`src/rtl/mem_access_unit.sv`:
```
// Load/store unit: turns byte/half/word requests into aligned word accesses with RMW.
// Define MAU_MISALIGN_EXC_EN to raise exc on misaligned requests instead of force-aligning.
module mem_access_unit #(
    parameter int ADDR_W    = 32,
    parameter int MEM_BYTES = 1024
) (
    input  logic              clk,
    input  logic              rst,
    input  logic              req_valid,
    output logic              req_ready,
    input  logic              req_store,
    input  logic [1:0]        req_size,
    input  logic              req_unsigned,
    input  logic [ADDR_W-1:0] req_addr,
    input  logic [31:0]       req_wdata,
    output logic              resp_valid,
    output logic [31:0]       resp_rdata,
    output logic              busy,
    output logic              exc,
    output logic              MemRead,
    output logic              MemWrite,
    output logic [ADDR_W-1:0] mem_addr,
    output logic [31:0]       mem_wd,
    input  logic [31:0]       mem_rd
);

    typedef enum logic [2:0] {
        IDLE,
        LOAD,
        STORE,
        RMW_RD,
        RMW_WR,
        EXC
    } state_t;

    localparam logic [ADDR_W:0] MEM_LIMIT = (ADDR_W+1)'(MEM_BYTES);

    state_t state_q, state_d;

    logic [ADDR_W-1:0] addr_q;
    logic [31:0]       wdata_q;
    logic [1:0]        size_q;
    logic              uns_q;
    logic [31:0]       rdata_q;
    logic [31:0]       merge_q;
    logic              resp_valid_q;
    logic              resp_set;

    logic              accept;
    logic              req_byte;
    logic              req_half;
    logic [2:0]        req_nbytes;
    logic [ADDR_W:0]   req_end;
    logic              req_oor;
    logic              req_misal;
    logic [ADDR_W-1:0] req_addr_al;

    logic              size_byte;
    logic              size_half;
    logic [7:0]        lane_b;
    logic [15:0]       lane_h;
    logic [31:0]       load_ext;
    logic [31:0]       merged;

    assign req_ready = (state_q == IDLE) && !rst;
    assign busy      = !req_ready;
    assign accept    = req_valid && req_ready;

    assign req_byte = (req_size == 2'b00);
    assign req_half = (req_size == 2'b01);

    always_comb begin
        unique case (1'b1)
            req_byte: req_nbytes = 3'd1;
            req_half: req_nbytes = 3'd2;
            default:  req_nbytes = 3'd4;
        endcase
    end

    // Range is judged on the raw address so a straddling access never wraps into range.
    assign req_end = {1'b0, req_addr} + {{(ADDR_W-2){1'b0}}, req_nbytes};
    assign req_oor = req_end > MEM_LIMIT;

`ifdef MAU_MISALIGN_EXC_EN
    assign req_misal   = (req_half && req_addr[0]) ||
                         (!req_byte && !req_half && (req_addr[1:0] != 2'b00));
    assign req_addr_al = req_addr;
`else
    assign req_misal = 1'b0;

    always_comb begin
        req_addr_al = req_addr;
        if (req_half) begin
            req_addr_al[0] = 1'b0;
        end else if (!req_byte) begin
            req_addr_al[1:0] = 2'b00;
        end
    end
`endif

    always_ff @(posedge clk or posedge rst) begin
        if (rst) begin
            state_q <= IDLE;
        end else begin
            state_q <= state_d;
        end
    end

    always_comb begin
        state_d  = state_q;
        resp_set = 1'b0;
        MemRead  = 1'b0;
        MemWrite = 1'b0;
        exc      = 1'b0;
        mem_addr = '0;
        mem_wd   = '0;
        unique case (state_q)
            IDLE: begin
                if (accept) begin
                    if (req_oor || req_misal) begin
                        state_d = EXC;
                    end else if (!req_store) begin
                        state_d = LOAD;
                    end else if (!req_byte && !req_half) begin
                        state_d = STORE;
                    end else begin
                        state_d = RMW_RD;
                    end
                end
            end
            LOAD: begin
                MemRead  = 1'b1;
                mem_addr = {addr_q[ADDR_W-1:2], 2'b00};
                resp_set = 1'b1;
                state_d  = IDLE;
            end
            STORE: begin
                MemWrite = 1'b1;
                mem_addr = {addr_q[ADDR_W-1:2], 2'b00};
                mem_wd   = wdata_q;
                resp_set = 1'b1;
                state_d  = IDLE;
            end
            RMW_RD: begin
                MemRead  = 1'b1;
                mem_addr = {addr_q[ADDR_W-1:2], 2'b00};
                state_d  = RMW_WR;
            end
            RMW_WR: begin
                MemWrite = 1'b1;
                mem_addr = {addr_q[ADDR_W-1:2], 2'b00};
                mem_wd   = merged;
                resp_set = 1'b1;
                state_d  = IDLE;
            end
            EXC: begin
                exc     = 1'b1;
                state_d = IDLE;
            end
            default: begin
                state_d = IDLE;
            end
        endcase
    end

    assign size_byte = (size_q == 2'b00);
    assign size_half = (size_q == 2'b01);

    always_comb begin
        lane_b = mem_rd[{addr_q[1:0], 3'b000} +: 8];
        lane_h = mem_rd[{addr_q[1], 4'b0000} +: 16];
        unique case (1'b1)
            size_byte: load_ext = {{24{lane_b[7] & ~uns_q}}, lane_b};
            size_half: load_ext = {{16{lane_h[15] & ~uns_q}}, lane_h};
            default:   load_ext = mem_rd;
        endcase
    end

    always_comb begin
        merged = merge_q;
        if (size_byte) begin
            merged[{addr_q[1:0], 3'b000} +: 8] = wdata_q[7:0];
        end else begin
            merged[{addr_q[1], 4'b0000} +: 16] = wdata_q[15:0];
        end
    end

    always_ff @(posedge clk or posedge rst) begin
        if (rst) begin
            addr_q       <= '0;
            wdata_q      <= '0;
            size_q       <= '0;
            uns_q        <= 1'b0;
            rdata_q      <= '0;
            merge_q      <= '0;
            resp_valid_q <= 1'b0;
        end else begin
            resp_valid_q <= resp_set;
            if (accept) begin
                addr_q  <= req_addr_al;
                wdata_q <= req_wdata;
                size_q  <= req_size;
                uns_q   <= req_unsigned;
            end
            if (state_q == LOAD) begin
                rdata_q <= load_ext;
            end
            if (state_q == RMW_RD) begin
                merge_q <= mem_rd;
            end
        end
    end

    assign resp_valid = resp_valid_q;
    assign resp_rdata = rdata_q;

endmodule

```
`config.mk`:
```
export PLATFORM = sky130hd
export DESIGN_NAME = mem_access_unit
export DESIGN_NICKNAME = d
export VERILOG_FILES = /design/src/rtl/mem_access_unit.sv
export SDC_FILE = /design/constraint.sdc
export NUM_CORES = 1
export LEC_CHECK = 0
export ABC_AREA = 0
export CORE_ASPECT_RATIO = 0.5
export CORE_MARGIN = 4
export CORE_UTILIZATION = 40
export DETAILED_ROUTE_END_ITERATION = 7
export PLACE_DENSITY = 0.78
export SYNTH_ARGS = -nofsm -noshare
export SYNTH_HDL_FRONTEND = slang
export SYNTH_SLANG_ARGS = --single-unit
```
`constraint.sdc`:
```
create_clock -name clk -period 7 [get_ports clk]
set_input_delay 1.4 -clock clk [delete_from_list [all_inputs] [get_ports clk]]
set_output_delay 1.4 -clock clk [all_outputs]
set_load 0.1 [all_outputs]
```
Word-level counts from Yosys, hierarchy flattened:

Cells that the tools add are included.

* shift operators: 6
* equality and inequality tests: 8
* bitwise logic cells: 3
* reduce and logical (&&, ||, !) cells: 14
* order comparisons: 1
* muxes and demuxes: 19
* add/subtract/negate cells: 3

Operators by type and width (count)
* one-hot mux 32 bit (2 select lines): 2
* bitwise mux 32 bit: 2
* 2-to-1 mux 32 bit: 2
* adder 32 x 3 -> 33 bit: 1
* greater-than comparator 33 x 11 -> 1 bit, second input constant: 1
* variable shift 16 x 7 -> 32 bit, first input constant: 1
* variable shift 8 x 7 -> 32 bit, first input constant: 1
* indexed part select 16 x 7 -> 32 bit: 1
* indexed part select 32 x 6 -> 16 bit: 1
* indexed part select 32 x 6 -> 8 bit: 1
* indexed part select 8 x 7 -> 32 bit: 1
* negator 5 -> 7 bit: 2
* one-hot mux 3 bit (2 select lines): 2
* 2-to-1 mux 1 bit: 7
* equality test 3 x 2 -> 1 bit, second input constant: 2
* equality test 3 bit, second input constant: 2
* 2-to-1 mux 3 bit: 2
* equality test 2 x 1 -> 1 bit, second input constant: 2
* logical NOT 1 bit: 4
* logical NOT 2 bit: 2
* 2-to-1 mux 2 bit: 2
* OR reduction 2 bit: 2
* OR reduction 4 bit: 1
* equality test 3 x 1 -> 1 bit, second input constant: 1
* other kinds (6): 9

* register bits: 135
* word-level logic and storage cells: 62
* input port bits: 103
* output and inout port bits: 102

Logic depth before layout (Yosys ltp):

Gate-level depths: netlist of run 1.

* depth in word-level cells: 8
* gate-level depth with buffers: 11
* gate-level depth less buffers: 10

Worst setup path after synthesis of run 1:

OpenSTA, ideal clock, no wires.

* kind: input -> output
* start point: in rst
* end point: out busy
* data required time: 5.600 ns
* data arrival time: 6.038 ns
* stages: 2
* path buffers: 0
* slack: -0.438 ns
* path through: nor4_1 inv_1

* cells in the longest elaborated chain, start to end: 3

Ends and longest elaborated chain
* start: declaration: line 8 `input logic rst,`
* logical NOT 1 bit (no line)
* logical AND 1 bit: line 65 `assign req_ready = (state_q == IDLE) && !rst;`
* logical NOT 1 bit: line 66 `assign busy = !req_ready;`
* end: declaration: line 18 `output logic busy,`

Every way passes these cells.

Worst setup path after layout of run 1:

* start point: reg addr_q[1]
* end point: out mem_wd[7]

* cells in the longest elaborated chain, start to end: 5
* elaborated cells on any way between the ends: 10
* classes of those cells: add/sub: 2; shift: 4; mux: 4

Ends and longest elaborated chain
* start: declaration: line 40 `logic [ADDR_W-1:0] addr_q;`
* start signal: assignment: line 200 `addr_q <= req_addr_al;`
* negator 5 -> 7 bit, on equally long branches: line 184, 182
* indexed part select 16 x 7 -> 32 bit (tied with other cells): line 184 `merged[{addr_q[1], 4'b0000} +: 16] = wdata_q[15:0];`
* bitwise mux 32 bit, on equally long branches: line 184, 182
* 2-to-1 mux 32 bit (*): line 181 `if (size_byte) begin`
* one-hot mux 32 bit (2 select lines) (*): line 117 `unique case (state_q)`
* end: declaration: line 23 `output logic [31:0] mem_wd,`

Every way passes the cells marked *; elsewhere a longest branch is shown, timed or not.

==> results.toml, run 1 <==
[setup_path]
path_cells = "inv_1 -> ha_1 -> nor2_1 -> a31oi_1 -> o21ai_1 -> a22o_1 -> clkdlybuf4s50_1"
setup.worst_path.start_class = "register"
regToRegEndpoint = "resp_rdata[30]"
end_kind = "primary output"
worstPathMaxFanout = 16
worstReg2RegStart = "addr_q[1]"
cp-endpoint = "mem_wd[7]"
required_ns = 5.60
cp.arrival_ns = 4.25
worstSetupPathType = "register to primary output"
critPathMaxStageDelay_ns = 1.19
cp_slowest_cell = "clkdlybuf4s50_1"
crit_path_start = "addr_q[1]"
r2r_cells = 7
reg2reg_slack_ns = 4.30

[layout]
fin_cells = 1107
final_nets = 973
drive_gt1_share_pct = 16.5
utilization_pct = 57.0
diodes = 0
fillCellCount = 1463
area_delta_synth_final_pct = 39.2

[timing]
setup_slack_ns = 1.35
fmax_mhz = 177
period_share_pct = 80.7
worst_pin_slew_ns = 1.16
max_slew_margin_pct = 22.1
clock_skew_ns = 0.0117
hold_viol = 0
fin_tns_setup_ns = 0
period_needed_ns = 5.65
rsz0062_at_grt = "no"
setup_viol = 0
slew_violations = 0

[detailed_routing]
drtIter0Drc = 517
wl_per_cell_um = 20.0
drcViolationCount = 0
dr.pass1.iters = 5
drt_wl_total_um = 22100
final_antenna_net_count = 0
vias = 6224
viasPerCell = 5.62

[synth]
synth_edf_count = 0
syn_avg_cell_area_um2 = 10.6
synthTopCellsByCount = "dfrtp_1 (135), mux2_2 (90), nand2_1 (62), nor2_1 (52), a21oi_1 (38)"
synth.distinct_cells = 62
ys_ff_latch = 135
yosys_warnings = 0
synth_top_flop_cell = "dfrtp_1"
synth-async-reset-ratio_pct = 100
synth_top_area_share_pct = 47.3
syn_inst = 673
synthTopCellsByArea = "dfrtp_1 (47%), mux2_2 (14%), nand2_1 (3.3%), nor2b_1 (2.8%), nor2_1 (2.7%)"
yosysMostFrequentCell = "dfrtp_1"
synth_area_leader_cell = "dfrtp_1"
ys_seq_area_share_pct = 47.3
syn-cell-area_mm2 = 0.00714

[clocking]
cts.sinks = 135
cts_tree = "built"
clockBufferDepth = 2
clk_latency_ns = 0.43
htreeDepth = 4
post_cts_buffers = 0
cts-resized-gates = 0
postCtsHoldBufs = 0
cts-root-buf = "clkbuf_16"
numCtsBuffers = 17
clk_pin_slew_ns = 0.06

[min_path]
holdCritPathClass = "register to register"
hold_path_startpoint = "wdata_q[30]"

[grt]
grt_usage_pct = 22.0
grt_first_pass_wirelength_um = 35100
grt_pass1_vias = 6592
grt_antenna_before_repair = 0
grt_max_degree = 94
grt-ovfl-total = 0

[placement]
pre_cts_slack_ns = 1.91
dpl.cell_count = 1075
io_buffer_count = 202
hpwl_um = 16000
gp_congestion = 0.851

[job]
drv_cap = 0

[die]
dieArea_mm2 = 0.0202
initial_core_util_pct = 40.9
coreArea_mm2 = 0.0174
io_pins = 205
dieHeight_um = 102
rows = 34
die_w_um = 197

[power_and_ir_drop]
power_density_mw_per_mm2 = 326
seq_power_share_pct = 32.0
net-switching-power_mw = 1.44
p_int_mw = 1.80
peakVddDrop_mv = 0.198
switching_share_pct = 44.5
total_leakage_power_nw = 3.97
p_comb_share_pct = 40.1
p_clk_share_pct = 27.9

[outcome]
outcome = "finished clean"
==> final cells by class <==
class | instances | area (µm²) | area share [%]
Clock buffer | 17 | 425 | 4.28
Inverter | 7 | 31.3 | 0.315
Sequential cell | 135 | 3380 | 34.0
Clock inverter | 15 | 160 | 1.61
Tap cell | 234 | 293 | 2.95
Multi-Input combinational cell | 492 | 3590 | 36.1
Timing Repair Buffer | 207 | 2060 | 20.7
==> sequential cells by signal, summed over array words and instances, names as in the netlist <==
signal,flops
addr_q,32
merge_q,32
resp_rdata,32
resp_valid,1
size_q,2
state_q,3
uns_q,1
wdata_q,32
==> kinds of logic (layout without fill, tap and decap cells) <==
family          count (synthesis)  after routing  synth area share, %
simple gates                  210            210                 15.1
compound gates                150            150                 14.5
flops                         135            135                 47.3
mux                           106            106                 16.7
buf+inv                        47            246                 2.73
xor+xnor                       14             14                 1.82
fa+ha+maj                      10             10                 1.86
other cells                     1              2               0.0525
==> through the flow <==
step	power, mW	hold slack [ns]	instance area [µm²]
after global placement	2.32	0.465	9350
after floorplan	1.98	0.456	7150
final	3.24	0.498	9940
after CTS	3.25	0.500	9940
after detailed placement	2.34	0.486	9350
after global routing	3.36	0.514	9940
==> routing by layer <==
metal,share of wire (%),track usage [%],wire length (µm),vias to the layer above
li1,-,-,-,2861
met1,42,28.1,9360,3074
met2,49,37.6,10900,246
met3,6.4,4.68,1410,43
met4,2.1,7.83,472,0
met5,0,0,0,-
==> how the worst min path moves through the flow <==
| stage | to | slack, ns | cells past startpoint |
|---|---|---|---|
| 4_1_cts | wdata_q[30] | 0.50 | 1 |
| 2_1_floorplan | addr_q[2] | 0.46 | 1 |
| 5_1_grt | addr_q[12] | 0.51 | 1 |
| 6_report | wdata_q[30] | 0.50 | 1 |
| 3_3_place_gp | addr_q[2] | 0.47 | 1 |
| 3_5_place_dp | addr_q[16] | 0.49 | 1 |
==> power groups by stage <==
| stage | Clock (mW) | Sequential [mW] | Combinational, mW |
|---|---|---|---|
| floorplan | 0 | 1.41 | 0.568 |
| global placement | 0 | 1.04 | 1.28 |
| detailed placement | 0 | 1.05 | 1.30 |
| CTS | 0.917 | 1.03 | 1.30 |
| global route | 0.952 | 1.05 | 1.36 |
| finish | 0.903 | 1.04 | 1.30 |
==> cell usage in the layout (no fill, tap or decap), types with 3 or more instances in the layout <==
| cell | instances |
|---|---|
| nand2_1 | 61 |
| o21ai_0 | 23 |
| ha_1 | 9 |
| inv_8 | 3 |
| buf_4 | 5 |
| nand3_1 | 9 |
| clkinvlp_4 | 3 |
| a31oi_1 | 4 |
| a22o_1 | 15 |
| a222oi_1 | 15 |
| a31o_2 | 3 |
| o21ai_1 | 8 |
| a211oi_1 | 4 |
| nor3_1 | 8 |
| mux2_2 | 90 |
| nor2_1 | 51 |
| a41oi_1 | 3 |
| mux2_1 | 13 |
| clkdlybuf4s50_1 | 202 |
| dfrtp_1 | 135 |
| inv_6 | 7 |
| a21oi_1 | 38 |
| and3_1 | 8 |
| a22oi_1 | 17 |
| xnor2_1 | 4 |
| mux2i_1 | 3 |
| nor2b_1 | 31 |
| and4_1 | 3 |
| xor2_1 | 9 |
| clkbuf_16 | 17 |
| nand4_1 | 9 |
| a221oi_1 | 8 |
| inv_1 | 6 |
| and2_1 | 4 |
==> worst max-delay path: cells and delay by family, from the launching register on <==
family | cells | cell delay [ns]
DFF | 1 | 0.71
adders and majority gates | 1 | 0.43
buffers and inverters | 2 | 1.58
and+or+nand+nor | 1 | 0.15
AOI/OAI and AO/OA | 3 | 0.95
Note: power is estimated with default switching activity, not from simulation.
==> inputs of run 2 (changes only) <==
==> constraint.sdc (replaced) <==
create_clock -name clk -period 5.75 [get_ports clk]
set_input_delay 1.15 -clock clk [delete_from_list [all_inputs] [get_ports clk]]
set_output_delay 1.15 -clock clk [all_outputs]
set_load 0.1 [all_outputs]
==> run 2 against run 1 <==
Clock skew fell by 0.00056 ns; first-iteration DRC count shrank 13%; global-route usage fell by 0.14 points; hold slack lost 0.0026 ns; non-clock buffer count stayed put; via count rose by 0.42%; clock power increased by 24%; combinational power up 22%; flip-flop and latch count is the same; sequential share of layout area rose by 0.22 points; die area did not move; critical path type unchanged; largest power group unchanged; highest routed layer unchanged.
==> results.toml, run 2 (same netlist as run 1, synthesis figures left out) <==
[layout]
final_cell_area_mm2 = 0.00987
mostFrequentLayoutCells = "clkdlybuf4s50_1 (170), dfrtp_1 (135), mux2_2 (90)"
utilization_pct = 56.6
final_common_cell = "clkdlybuf4s50_1"
diodes = 0
area_delta_synth_final_pct = 38.3
final_nets = 973
regArea_mm2 = 0.00338
fin_cells = 1107
multi_input_area_mm2 = 0.00359
fillCellCount = 1493
drive_gt1_share_pct = 20.2

[clocking]
clk_pin_slew_ns = 0.06
cts_tree = "built"
htreeDepth = 4
cts.sinks = 135
post_cts_buffers = 0
clockBufferDepth = 2
numCtsBuffers = 17
postCtsHoldBufs = 0
cts-resized-gates = 0
cts-root-buf = "clkbuf_16"
clk_latency_ns = 0.42

[setup_path]
crit_path_start = "state_q[1]"
cp-endpoint = "mem_addr[18]"
crit_family = "buffers and inverters"
setup.worst_path.start_class = "register"
r2r_cells = 4
worstReg2RegStart = "state_q[0]"
end_kind = "primary output"
regToRegEndpoint = "resp_rdata[23]"
cp.arrival_ns = 3.66
path_buf_inv = 2
path_cells = "or3b_1 -> nand2_1 -> nor2_2 -> buf_4 -> nor2b_1 -> clkdlybuf4s50_1"
cp_slowest_cell = "clkdlybuf4s50_1"
worstSetupPathType = "register to primary output"
critPathMaxStageDelay_ns = 1.15
cp_num_cells = 6
required_ns = 4.60
reg2reg_slack_ns = 2.98
worstPathMaxFanout = 30

[timing]
slew_violations = 0
period_share_pct = 83.7
max_slew_margin_pct = 18.9
period_needed_ns = 4.81
worst_pin_slew_ns = 1.21
fmax_mhz = 208
rsz0062_at_grt = "no"
fin_tns_setup_ns = 0
clock_skew_ns = 0.0112
setup_viol = 0
hold_viol = 0

[job]
drv_cap = 0

[die]
die_w_um = 197
io_pins = 205
rows = 34
initial_core_util_pct = 40.9
coreArea_mm2 = 0.0174
dieHeight_um = 102
dieArea_mm2 = 0.0202

[placement]
dpl.cell_count = 1075
hpwl_um = 15800
io_buffer_count = 202
place_area_mm2 = 0.00927
gp_congestion = 0.840

[power_and_ir_drop]
peakVddDrop_mv = 0.277
total_leakage_power_nw = 4.03
power_density_mw_per_mm2 = 400
power_mw = 3.95

[min_path]
holdCritPathClass = "register to register"

[grt]
grt-ovfl-total = 0
grt_pass1_vias = 6607
grt_usage_pct = 21.8
grt_first_pass_wirelength_um = 34900
grt_antenna_before_repair = 0
grt_max_degree = 104

[outcome]
outcome = "finished clean"

[detailed_routing]
drt_wl_total_um = 21800
vias = 6250
dr.pass1.iters = 6
final_antenna_net_count = 0
drtIter0Drc = 450
wl_per_cell_um = 19.7
viasPerCell = 5.65
drcViolationCount = 0
[run 2: cell count changes in the layout (fill, tap and decap cells not counted), sizes merged]
| cell | before | now |
|---|---|---|
| clkinv | 2 | 3 |
| buf | 5 | 37 |
| clkdlybuf4s50 | 202 | 170 |
| inv | 16 | 13 |
| bufinv | 1 | 2 |
| clkbuf | 17 | 18 |
[run 2: layer usage]
layer	vias to the layer above	GRT usage, %	part of all wire (%)
li1	2838	-	-
met1	3123	27.2	41
met2	250	37.8	50
met3	39	5.90	7.2
met4	0	6.66	2.2
met5	-	0	0
[run 2: final cells by class]
type | count | share of cell area [%]
well taps | 234 | 2.97
inverters | 7 | 0.317
multi-input cells | 492 | 36.4
flip-flops and latches | 135 | 34.2
repair buffers | 207 | 20.0
clock buffers | 18 | 4.45
clock inverters | 14 | 1.66
[run 2: worst reg2reg max path, cell delays in order, from the launching register on]
cell     delay (ns)
dfrtp_1        0.49
nor2b_1        0.31
nor2b_4        0.91
o31a_1         0.74
a21oi_1        0.16
[run 2: metrics by stage]
| step | hold WS, ns | setup slack, ns |
|---|---|---|
| floorplan | 0.456 | 0.594 |
| global placement | 0.475 | 1.40 |
| detailed placement | 0.481 | 1.26 |
| CTS | 0.496 | 0.870 |
| global route | 0.510 | 0.737 |
| finish | 0.496 | 0.937 |
[run 2: worst min path at each step]
stage               cells after the start         from  slack, ns           to
finish                                  1  wdata_q[30]       0.50  wdata_q[30]
global route                            1  wdata_q[30]       0.51  wdata_q[30]
CTS                                     1  wdata_q[25]       0.50  wdata_q[25]
detailed placement                      1  wdata_q[25]       0.48  wdata_q[25]
global placement                        1    addr_q[2]       0.47    addr_q[2]
floorplan                               1    addr_q[2]       0.46    addr_q[2]
[run 2: power by group]
group	total (mW)	internal, mW	switching (mW)
Sequential	1.26	1.13	0.129
Clock	1.12	0.662	0.460
Combinational	1.58	0.443	1.13
Total	3.95	2.23	1.72
==> inputs of run 3 (changes only) <==
--- a/config.mk
+++ b/config.mk
@@ -10,7 +10,7 @@
 export CORE_MARGIN = 4
 export CORE_UTILIZATION = 40
 export DETAILED_ROUTE_END_ITERATION = 7
-export PLACE_DENSITY = 0.78
+export PLACE_DENSITY = 0.81
 export SYNTH_ARGS = -nofsm -noshare
 export SYNTH_HDL_FRONTEND = slang
 export SYNTH_SLANG_ARGS = --single-unit
==> constraint.sdc (replaced) <==
create_clock -name clk -period 3.91 [get_ports clk]
set_input_delay 0.782 -clock clk [delete_from_list [all_inputs] [get_ports clk]]
set_output_delay 0.782 -clock clk [all_outputs]
set_load 0.1 [all_outputs]
==> run 3 against run 2 <==
Sequential share of layout area is 2.6 points lower; clock-buffer cell count is 1 higher; clock skew is 0.0028 ns lower; final area is 8.2% higher; non-clock buffer count is 9 higher; critical path type unchanged; highest routed layer unchanged.
==> results.toml, run 3 (same netlist as run 1, synthesis figures left out) <==
[die]
dieHeight_um = 102
die_w_um = 197
rows = 34
coreArea_mm2 = 0.0174
initial_core_util_pct = 40.9
dieArea_mm2 = 0.0202
io_pins = 205

[setup_path]
end_kind = "primary output"
crit_family = "compound AO/OA/AOI/OAI gates"
setup.worst_path.start_class = "register"
reg2reg_slack_ns = 1.60
critPathMaxStageDelay_ns = 0.57
cp.arrival_ns = 2.82
cp_slowest_cell = "o21ai_1"
path_cells = "inv_1 -> ha_1 -> nor2_1 -> a31oi_1 -> o21ai_1 -> a22o_1 -> buf_12"
required_ns = 3.13
worstSetupPathType = "register to primary output"
path_buf_inv = 2
worstPathMaxFanout = 8

[placement]
hpwl_um = 16600
gp_congestion = 0.866
place_area_mm2 = 0.0101
io_buffer_count = 202

[timing]
period_needed_ns = 3.60
worst_pin_slew_ns = 1.07
setup_viol = 0
clock_skew_ns = 0.00841
fmax_mhz = 278
period_share_pct = 92.0
max_slew_margin_pct = 28.2
slew_violations = 0
hold_viol = 0
rsz0062_at_grt = "no"

[clocking]
clk_pin_slew_ns = 0.06
clockBufferDepth = 2
post_cts_buffers = 0
htreeDepth = 4
cts-root-buf = "clkbuf_16"
clk_latency_ns = 0.42
cts_tree = "built"
cts-resized-gates = 0
cts.sinks = 135
postCtsHoldBufs = 0
numCtsBuffers = 17

[layout]
final_nets = 982
mostFrequentLayoutCells = "dfrtp_1 (135), clkdlybuf4s50_1 (135), mux2_2 (90)"
drive_gt1_share_pct = 28.3
fillCellCount = 1392
utilization_pct = 61.3
final_cell_area_mm2 = 0.0107
diodes = 0
area_delta_synth_final_pct = 49.7

[power_and_ir_drop]
p_int_mw = 3.36
peakVddDrop_mv = 0.363
seq_power_share_pct = 31.0
switching_share_pct = 43.2
net-switching-power_mw = 2.55
power_mw = 5.91
total_leakage_power_nw = 4.34
power_density_mw_per_mm2 = 553
p_clk_share_pct = 26.0
p_comb_share_pct = 42.9

[grt]
met1_usage_pct = 28.0
grt_max_degree = 92
grt_pass1_vias = 6562
grt-ovfl-total = 0
grt_antenna_before_repair = 0
met3_usage_pct = 5.63
grt_usage_pct = 22.1
grt_most_used_layer = "met2"
grt_first_pass_wirelength_um = 35100
grt_util_met2_pct = 37.4

[detailed_routing]
final_antenna_net_count = 0
dr.pass1.iters = 8
drt_wl_total_um = 22400
wl_per_cell_um = 20.1
drtIter0Drc = 567
viasPerCell = 5.67
drcViolationCount = 0
vias = 6332

[job]
drv_cap = 0

[min_path]
holdCritPathClass = "register to register"

[outcome]
outcome = "finished clean"
-- run 3: cell types whose count changed in the layout (fill, tap and decap cells not counted), sizes merged --
cell           change
buf               +44
clkdlybuf4s50     -35
inv                -5
clkinv             +4
bufinv             -1
clkbuf             +1
clkinvlp           +1
-- run 3: power by group through the flow --
| stage | sequential, mW | clock (mW) | combinational [mW] |
|---|---|---|---|
| 6_report | 1.83 | 1.54 | 2.54 |
| 5_1_grt | 1.86 | 1.62 | 2.64 |
| 4_1_cts | 1.83 | 1.56 | 2.55 |
| 3_5_place_dp | 1.85 | 0 | 2.54 |
| 3_3_place_gp | 1.84 | 0 | 2.51 |
| 2_1_floorplan | 2.52 | 0 | 1.04 |
-- run 3: worst reg2reg max path: stages (launching register included) --
cell and delay (ns):
dfrtp_1 0.45, nor2b_2 0.30, nor2b_4 0.18, buf_4 0.41
o31a_1 0.66, a21oi_1 0.16
-- run 3: layout make-up --
type | count | area [µm²] | share of cell area, %
Multi-Input combinational cell | 492 | 3670 | 34.4
Sequential cell | 135 | 3380 | 31.6
Clock buffer | 19 | 443 | 4.14
Clock inverter | 13 | 124 | 1.16
Timing Repair Buffer | 216 | 2750 | 25.7
Tap cell | 234 | 293 | 2.74
Inverter | 7 | 30.0 | 0.281
-- run 3: final timing paths --
| kind | start | to | cells after the start |
|---|---|---|---|
| worst min-delay path | addr_q[2] | addr_q[2] | 1 |
| worst min register to register | addr_q[2] | addr_q[2] | 1 |
| min in group asynchronous | rst | state_q[2] | 2 |
| worst max-delay path | addr_q[0] | mem_wd[6] | 7 |
| worst max register to register | state_q[0] | resp_rdata[29] | 5 |
| max in group asynchronous | rst | addr_q[24] | 3 |
-- run 3: stage by stage --
stage,worst slack [ns],hold slack (ns),std cells,setup TNS (ns)
finish,0.312,0.490,1116,0
global route,0.176,0.511,1116,0
CTS,0.363,0.492,1116,0
detailed placement,0.157,0.477,1084,0
global placement,0.302,0.473,1084,0
floorplan,-0.510,0.456,674,-0.510
-- run 3: layer usage --
layer	routed length, µm	up-vias
li1	-	2866
met1	9210	3149
met2	11100	271
met3	1570	46
met4	574	0
met5	0	-
